`src/rtl/key_debounce_pkg.sv`:
```
// Shared constants and types for the push-button debouncer.
// Board clock, 1 ms time base, and the default channel configuration.
package key_debounce_pkg;

   localparam int CLK_HZ        = 50_000_000;
   localparam int TICK_HZ       = 1_000;
   localparam int CYCLES_PER_MS = CLK_HZ / TICK_HZ;   // 50_000 clk cycles per tick

   localparam int DEFAULT_N_BTN       = 4;
   localparam int DEFAULT_DEBOUNCE_MS = 20;
   localparam int DEFAULT_CNT_W       = 5;

   // What a channel does to its stable level on a given cycle.
   typedef enum logic [1:0] {
      EV_NONE    = 2'd0,
      EV_PRESS   = 2'd1,
      EV_RELEASE = 2'd2
   } edge_ev_t;

   // The tick counter must be able to hold DEBOUNCE_MS-1 without wrapping.
   function automatic bit debounce_ms_legal(input int ms, input int cnt_w);
      return (ms >= 1) && (ms <= (1 << cnt_w) - 1);
   endfunction

endpackage

```
`src/rtl/key_debounce_ch.sv`:
```
// One debounce channel: 2-flop synchronizer, tick qualification counter,
// stable level and registered one-cycle press/release pulses.
module debounce_ch
   import key_debounce_pkg::*;
#(
   parameter int DEBOUNCE_MS = DEFAULT_DEBOUNCE_MS,
   parameter int CNT_W       = DEFAULT_CNT_W
) (
   input  logic clk,
   input  logic rst,
   input  logic tick_1ms,
   input  logic raw,
   output logic level,
   output logic press_pulse,
   output logic release_pulse
);

   localparam logic [CNT_W-1:0] CNT_LAST = CNT_W'(DEBOUNCE_MS - 1);
   localparam bit               CFG_OK   = debounce_ms_legal(DEBOUNCE_MS, CNT_W);

   logic             sync_meta;
   logic             btn_sync;
   logic             stable;
   logic [CNT_W-1:0] cnt;

   logic             stable_nxt;
   logic [CNT_W-1:0] cnt_nxt;
   edge_ev_t         ev;

   always_comb begin
      // NOTE: every output of this block gets a default before any branch,
      // otherwise a missed path would hold its old value and infer a latch.
      stable_nxt = stable;
      cnt_nxt    = cnt;
      ev         = EV_NONE;

      if (btn_sync == stable) begin
         // Any agreement, tick or not, restarts qualification.
         cnt_nxt = '0;
      end else if (tick_1ms) begin
         if (cnt == CNT_LAST) begin
            stable_nxt = ~stable;
            cnt_nxt    = '0;
            ev         = stable ? EV_RELEASE : EV_PRESS;
         end else begin
            cnt_nxt = cnt + CNT_W'(1);
         end
      end
   end

   // NOTE: state registers use <= so every flop samples pre-edge values;
   // blocking here would let the second sync stage see the first stage's new value.
   always_ff @(posedge clk) begin
      if (rst) begin
         sync_meta     <= 1'b0;
         btn_sync      <= 1'b0;
         stable        <= 1'b0;
         cnt           <= '0;
         press_pulse   <= 1'b0;
         release_pulse <= 1'b0;
      end else begin
         sync_meta     <= raw;
         btn_sync      <= sync_meta;
         stable        <= stable_nxt;
         cnt           <= cnt_nxt;
         press_pulse   <= (ev == EV_PRESS);
         release_pulse <= (ev == EV_RELEASE);
      end
   end

   assign level = stable;

   cfg_legal: assert property (@(posedge clk) CFG_OK);

   pulses_exclusive: assert property (@(posedge clk) disable iff (rst)
      !(press_pulse && release_pulse));

   cnt_bounded: assert property (@(posedge clk) disable iff (rst)
      cnt <= CNT_LAST);

   press_one_cycle: assert property (@(posedge clk) disable iff (rst)
      press_pulse |=> !press_pulse);

   release_one_cycle: assert property (@(posedge clk) disable iff (rst)
      release_pulse |=> !release_pulse);

endmodule

```
`src/rtl/key_debounce.sv`:
```
// Multi-channel push-button debouncer: derives the 1 ms tick strobe from the
// clk_1ms square wave and fans it out to N_BTN independent channels.
module key_debounce
   import key_debounce_pkg::*;
#(
   parameter int N_BTN       = DEFAULT_N_BTN,
   parameter int DEBOUNCE_MS = DEFAULT_DEBOUNCE_MS,
   parameter int CNT_W       = DEFAULT_CNT_W
) (
   input  logic             clk,
   input  logic             rst,
   input  logic             clk_1ms,
   input  logic [N_BTN-1:0] btn_in,
   output logic [N_BTN-1:0] btn_level,
   output logic [N_BTN-1:0] btn_press,
   output logic [N_BTN-1:0] btn_release,
   output logic             tick_1ms
);

   logic clk_1ms_d;

   // Loaded during reset as well, so a high clk_1ms at reset release is not seen as an edge.
   always_ff @(posedge clk) begin
      clk_1ms_d <= clk_1ms;
   end

   assign tick_1ms = clk_1ms & ~clk_1ms_d;

   for (genvar i = 0; i < N_BTN; i++) begin : g_ch
      debounce_ch #(
         .DEBOUNCE_MS (DEBOUNCE_MS),
         .CNT_W       (CNT_W)
      ) u_ch (
         .clk           (clk),
         .rst           (rst),
         .tick_1ms      (tick_1ms),
         .raw           (btn_in[i]),
         .level         (btn_level[i]),
         .press_pulse   (btn_press[i]),
         .release_pulse (btn_release[i])
      );
   end

endmodule

```
`config.mk`:
```
export PLATFORM = sky130hd
export DESIGN_NAME = key_debounce
export DESIGN_NICKNAME = d
export VERILOG_FILES = /design/src/rtl/key_debounce_pkg.sv /design/src/rtl/key_debounce_ch.sv /design/src/rtl/key_debounce.sv
export SDC_FILE = /design/constraint.sdc
export NUM_CORES = 1
export LEC_CHECK = 0
export CORE_ASPECT_RATIO = 0.9
export CORE_UTILIZATION = 49
export CTS_CLUSTER_SIZE = 25
export DETAILED_ROUTE_END_ITERATION = 12
export PLACE_DENSITY = 0.83
export SLEW_MARGIN = 5
export SYNTH_ARGS = -nofsm -noshare
export SYNTH_HDL_FRONTEND = slang
export SYNTH_HIERARCHICAL = 1
export SYNTH_SLANG_ARGS = --single-unit
```
`constraint.sdc`:
```
create_clock -name clk -period 1.5 [get_ports clk]
set_input_delay 0.15 -clock clk [delete_from_list [all_inputs] [get_ports clk]]
set_output_delay 0.15 -clock clk [all_outputs]
set_load 0.01 [all_outputs]
```
# Word-level counts from Yosys, hierarchy flattened

Cells that the tools add are included.

Register bits after elaboration: 41
Latch bits: 0
RAM bits: 0
Bits in read-only memories: 0
Input bits: 7
Output and inout port bits: 13
Logic and storage cells: 83
Memories: 0

Add/subtract/negate cells: 4
Multipliers: 0
Divide/modulo/power cells: 0
$lt $le $gt $ge: 0
Eq/ne operators: 16
Shift-type cells: 0
Muxes and demuxes: 20
Bitwise operators: 10
Reduce and logical (&&, ||, !) cells: 8

Operators by type and width:

| cell                                                             | number |
|---|---|
| 2-bit 2-to-1 mux                                                 | 16 |
| 5-bit by 1-bit adder with 5-bit output (second input constant)   | 4 |
| 5-bit == test (second input constant)                            | 4 |
| 5-bit 2-to-1 mux                                                 | 4 |
| 3-bit AND reduction                                              | 4 |
| 1-bit NOT                                                        | 9 |
| 2-bit by 1-bit == test with 1-bit output (second input constant) | 4 |
| 2-bit == test (second input constant)                            | 4 |
| 2-bit OR reduction                                               | 4 |
| 1-bit == test                                                    | 4 |
| 1-bit AND                                                        | 1 |

# Depth between registers and ports, before layout

Depth in word-level cells: 5
Depth in mapped cells: 4
Mapped depth without buffers: 4

# Modules after synthesis

The synthesis kept the hierarchy.

By module, submodules not included:

| module       | instances | cells each | area an instance (um^2) | seq. area each (um^2) |
|---|---|---|---|---|
| debounce_ch  | 4         | 37         | 411.6                   | 200.2 |
| key_debounce | 1         | 2          | 33.8                    | 20.0 |

# Least setup slack after synthesis

Ideal clock, no wire load.

Path type: reg-to-reg
Start: reg clk_1ms_d
End: reg g_ch[0].u_ch.release_pulse
Setup time: 0.061 ns
Data arrival time: 1.377 ns
Data required time: 1.439 ns
Path slack: 0.062 ns
Cell stages (with the launch flop): 5
Path buffers: 0
Path through: dfxtp_1 -> nor2b_4 -> nand2_2 -> nor3b_4 -> and4bb_1

Word-level cells in the longest chain between the ends: 5

Ends and longest elaborated chain:

| element                | line                  | text |
|---|---|---|
| start, declared        | key_debounce.sv:20    | `logic clk_1ms_d;` |
| start signal, assigned | key_debounce.sv:24    | `clk_1ms_d <= clk_1ms;` |
| 1-bit NOT              | key_debounce.sv:27    | `assign tick_1ms = clk_1ms & ~clk_1ms_d;` |
| 1-bit AND              | key_debounce.sv:27    |  |
| via tick_1ms           | key_debounce.sv:17    | `output logic tick_1ms` |
| 2-bit 2-to-1 mux       | key_debounce_ch.sv:40 | `end else if (tick_1ms) begin` |
| 2-bit 2-to-1 mux       | key_debounce_ch.sv:37 | `if (btn_sync == stable) begin` |
| 2-bit == test          | key_debounce_ch.sv:67 | `release_pulse <= (ev == EV_RELEASE);` |
| end signal, assigned   | key_debounce_ch.sv:67 |  |
| end, declared          | key_debounce_ch.sv:15 | `output logic release_pulse` |

The timed path passes the listed nets, and every way through them passes these cells.
A chain may end at the register's enable or synchronous reset.

# Worst setup path after layout

Start: reg g_ch[2].u_ch.stable
End: out btn_level[2]

RTL lines:

| element                | line                  | text |
|---|---|---|
| start, declared        | key_debounce_ch.sv:23 | `logic stable;` |
| start signal, assigned | key_debounce_ch.sv:64 | `stable <= stable_nxt;` |
| end, declared          | key_debounce.sv:14    | `output logic [N_BTN-1:0] btn_level,` |

No word-level cell between the ends.

==> results.yml <==
clock_tree:
  post_cts_resized: 1
  cts-hold-fix-buffers: 0
  clk_pin_slew_ps: 70
  cts_buf_count: 5
  ctsLongestPathBuffers: 2
  post_cts.repair.setup_buffers: 0
  cts-root-buf: "sky130_fd_sc_hd__clkbuf_8"
  cts.sinks: 41
  htree_levels: 2
  tritoncts: "done"
  clock_insertion_delay_worst_skew_ps: 290
critical_path:
  crit_path_cell_trace: "clkdlybuf4s50_1"
  worst-path-max-fanout: 5
  cpMaxStageDelayCell: "sky130_fd_sc_hd__clkdlybuf4s50_1"
  setup.worst_path.class: "flip-flop to output port"
  critical_path_required_ps: 1350
  end_kind: "output port"
  critical_path.top_delay_family: "buffers and inverters"
  cp-start-kind: "flip-flop"
  cp_slowest_stage_delay_ps: 570
  worst-endpoint-arrival_ps: 1280
  cp.buffers_inverters: 1
status:
  status: "finished clean"
die:
  dieArea_mm2: 0.00367
  fp.dieH_um: 57.6
  start_util_pct: 53.1
  fp.coreArea_mm2: 0.00316
  die-width_um: 63.7
  boundary_pins: 20
  floorplan.rows: 19
timing:
  clock-skew-final_ps: 3.51
  timing.final.crit_period_ps: 1430
  maxClockFrequency_ghz: 0.698
  timing_worst_slew_pin_value_ps: 307
  final_hold_vios: 0
  timing.slew.headroom_pct: 79.5
  report.final.setup_viol: 0
  final_cycle_share_pct: 95.6
  report.final.slew_viol_count: 0
  setup_total_negative_slack_ps: 0
  unrepaired_setup_endpoints_after_global_routing: "no"
synthesis:
  mappedNetlistArea_mm2: 0.00168
  synth_edf_count: 0
  synthesis.nets: 161
  ys_seq_area_share_pct: 48.8
  synth-main-ff-cell: "sky130_fd_sc_hd__dfxtp_1"
  synth_async_sr_flop_share_pct: 0
  synth_cells: 150
  synth.ff_latch_count: 41
  yosys_warnings: 6
  synth.distinct_cells: 18
  avgSynthCellArea_um2: 11.2
power_and_ir_drop:
  peak_ir_drop_on_the_vdd_network_mv: 0.773
  p_leak_nw: 0.788
  power-per-cell-area_mw_per_mm2: 885
min_path:
  worst_hold_path_type: "primary input to flip-flop"
drt:
  drt_iter0_drc: 71
  route.final.wire_length_um: 3020
  ant_nets: 0
  routed-via-count: 1176
  detailedRoute.firstPassIterationCount: 4
  avgRoutedWirePerCell_um: 13.1
  route.detailed.vias_per_inst: 5.09
  drc_viols: 0
place:
  numPlacedInstances: 223
  numPortBuffers: 19
  dp.final_hpwl_um: 2210
  gp_routability_congestion: 0.784
global_routing:
  remaining_overflow_grt: 0
  groute.usage.overall_pct: 19.2
  number_of_antenna_violations_at_the_first_check_in_global_routing: 0
  grt_pass1_vias: 1157
  largest_net_degree_at_the_start_of_global_routing: 25
  grt_pass1_wl_um: 5200
finish:
  layout_cell_share_with_drive_strength_beyond_1_pct: 18.5
  antenna-diode-count: 0
  final_net_count: 199
  area.growth.synth_to_final_pct: 26.4
  fin_cells: 231
flow_run:
  cap_viol_max_count: 0
-- kinds of logic (layout without fill, tap and decap cells) --
kind of cell / after synthesis / in the layout / share of synthesized area [%]
and+or+nand+nor: 69 / 69 / 31.5
DFF: 41 / 41 / 48.8
xor gates and xnor gates: 16 / 16 / 8.34
AOI/OAI and AO/OA: 12 / 12 / 3.57
muxes: 8 / 8 / 4.77
adders and majority gates: 4 / 4 / 2.98
buffers and inverters: 0 / 39 / 0
-- per-stage QoR --
step	utilization, %	instance area [um^2]	total power [mW]	worst slack, ps	hold slack, ps
after global placement	64.5	2040	1.23	-130	417
after floorplan	-	1680	1.17	61.8	178
after detailed placement	64.5	2040	1.23	-218	426
after CTS	67.0	2120	1.90	22.7	343
final	67.2	2120	1.88	66.5	342
after global routing	67.2	2120	1.97	9.88	355
-- path summary, 6_finish.rpt --
path                                             start                    end  slack, ps  cells after the start
worst min-delay path                           clk_1ms              clk_1ms_d        340                      1
worst max register to register               clk_1ms_d     g_ch[3].u_ch/level        130                      5
worst min register to register  g_ch[2].u_ch/sync_meta  g_ch[2].u_ch/btn_sync        440                      1
worst max-delay path                g_ch[2].u_ch/level           btn_level[2]         70                      1
-- worst reg2reg max path, delay by kind of cell, from the launching register on --
family,cells,cell delay [ps]
muxes,1,240
DFF,1,330
buffers and inverters,1,140
and+or+nand+nor,3,570
-- cell type report --
class	instances	area (um^2)
fill	244	1040
multi-input combinational	109	860
sequential	41	825
timing repair buffer	31	304
clock buffer	6	72.6
tap	42	52.6
clock inverter	2	10.0
-- where the power goes --
part / internal, mW / switching, mW / total [mW]
logic: 0.0590 / 0.0364 / 0.0954
registers: 1.10 / 0.00690 / 1.11
clock network: 0.322 / 0.355 / 0.677
-- synthesized netlist by cell type, types with 8 or more instances --
library cell,number,area share (%)
sky130_fd_sc_hd__dfxtp_1,41,49
sky130_fd_sc_hd__o21ai_0,8,2.4
sky130_fd_sc_hd__xor2_1,12,6.3
sky130_fd_sc_hd__nor2b_1,16,6.0
sky130_fd_sc_hd__mux2i_1,8,4.8
sky130_fd_sc_hd__nor3_1,12,3.6
sky130_fd_sc_hd__nand2b_1,12,4.5
-- per-layer routing --
layer / global-route usage (%) / share of wire [%]
met4: 7.79 / 1.3
met2: 34.3 / 52
met3: 7.80 / 3.6
met5: 0 / 0
met1: 20.0 / 43
-- state kept, by name (all words and copies together) (netlist names) --
register / cells
g_ch.u_ch/btn_sync: 4
g_ch.u_ch/level: 4
g_ch.u_ch/press_pulse: 4
clk_1ms_d: 1
g_ch.u_ch/release_pulse: 4
g_ch.u_ch/cnt: 20
g_ch.u_ch/sync_meta: 4
-- cell usage in the layout, fill, tap and decap left out, types with 5 or more instances in the layout --
cell and instances:
sky130_fd_sc_hd__nor3_1 12, sky130_fd_sc_hd__dfxtp_1 38, sky130_fd_sc_hd__xor2_1 12, sky130_fd_sc_hd__clkbuf_8 5, sky130_fd_sc_hd__mux2i_1 8, sky130_fd_sc_hd__o21ai_0 8, sky130_fd_sc_hd__buf_4 10, sky130_fd_sc_hd__nor2b_1 16
sky130_fd_sc_hd__nand2b_1 12, sky130_fd_sc_hd__clkdlybuf4s50_1 18
(Power assumes the default switching activity.)
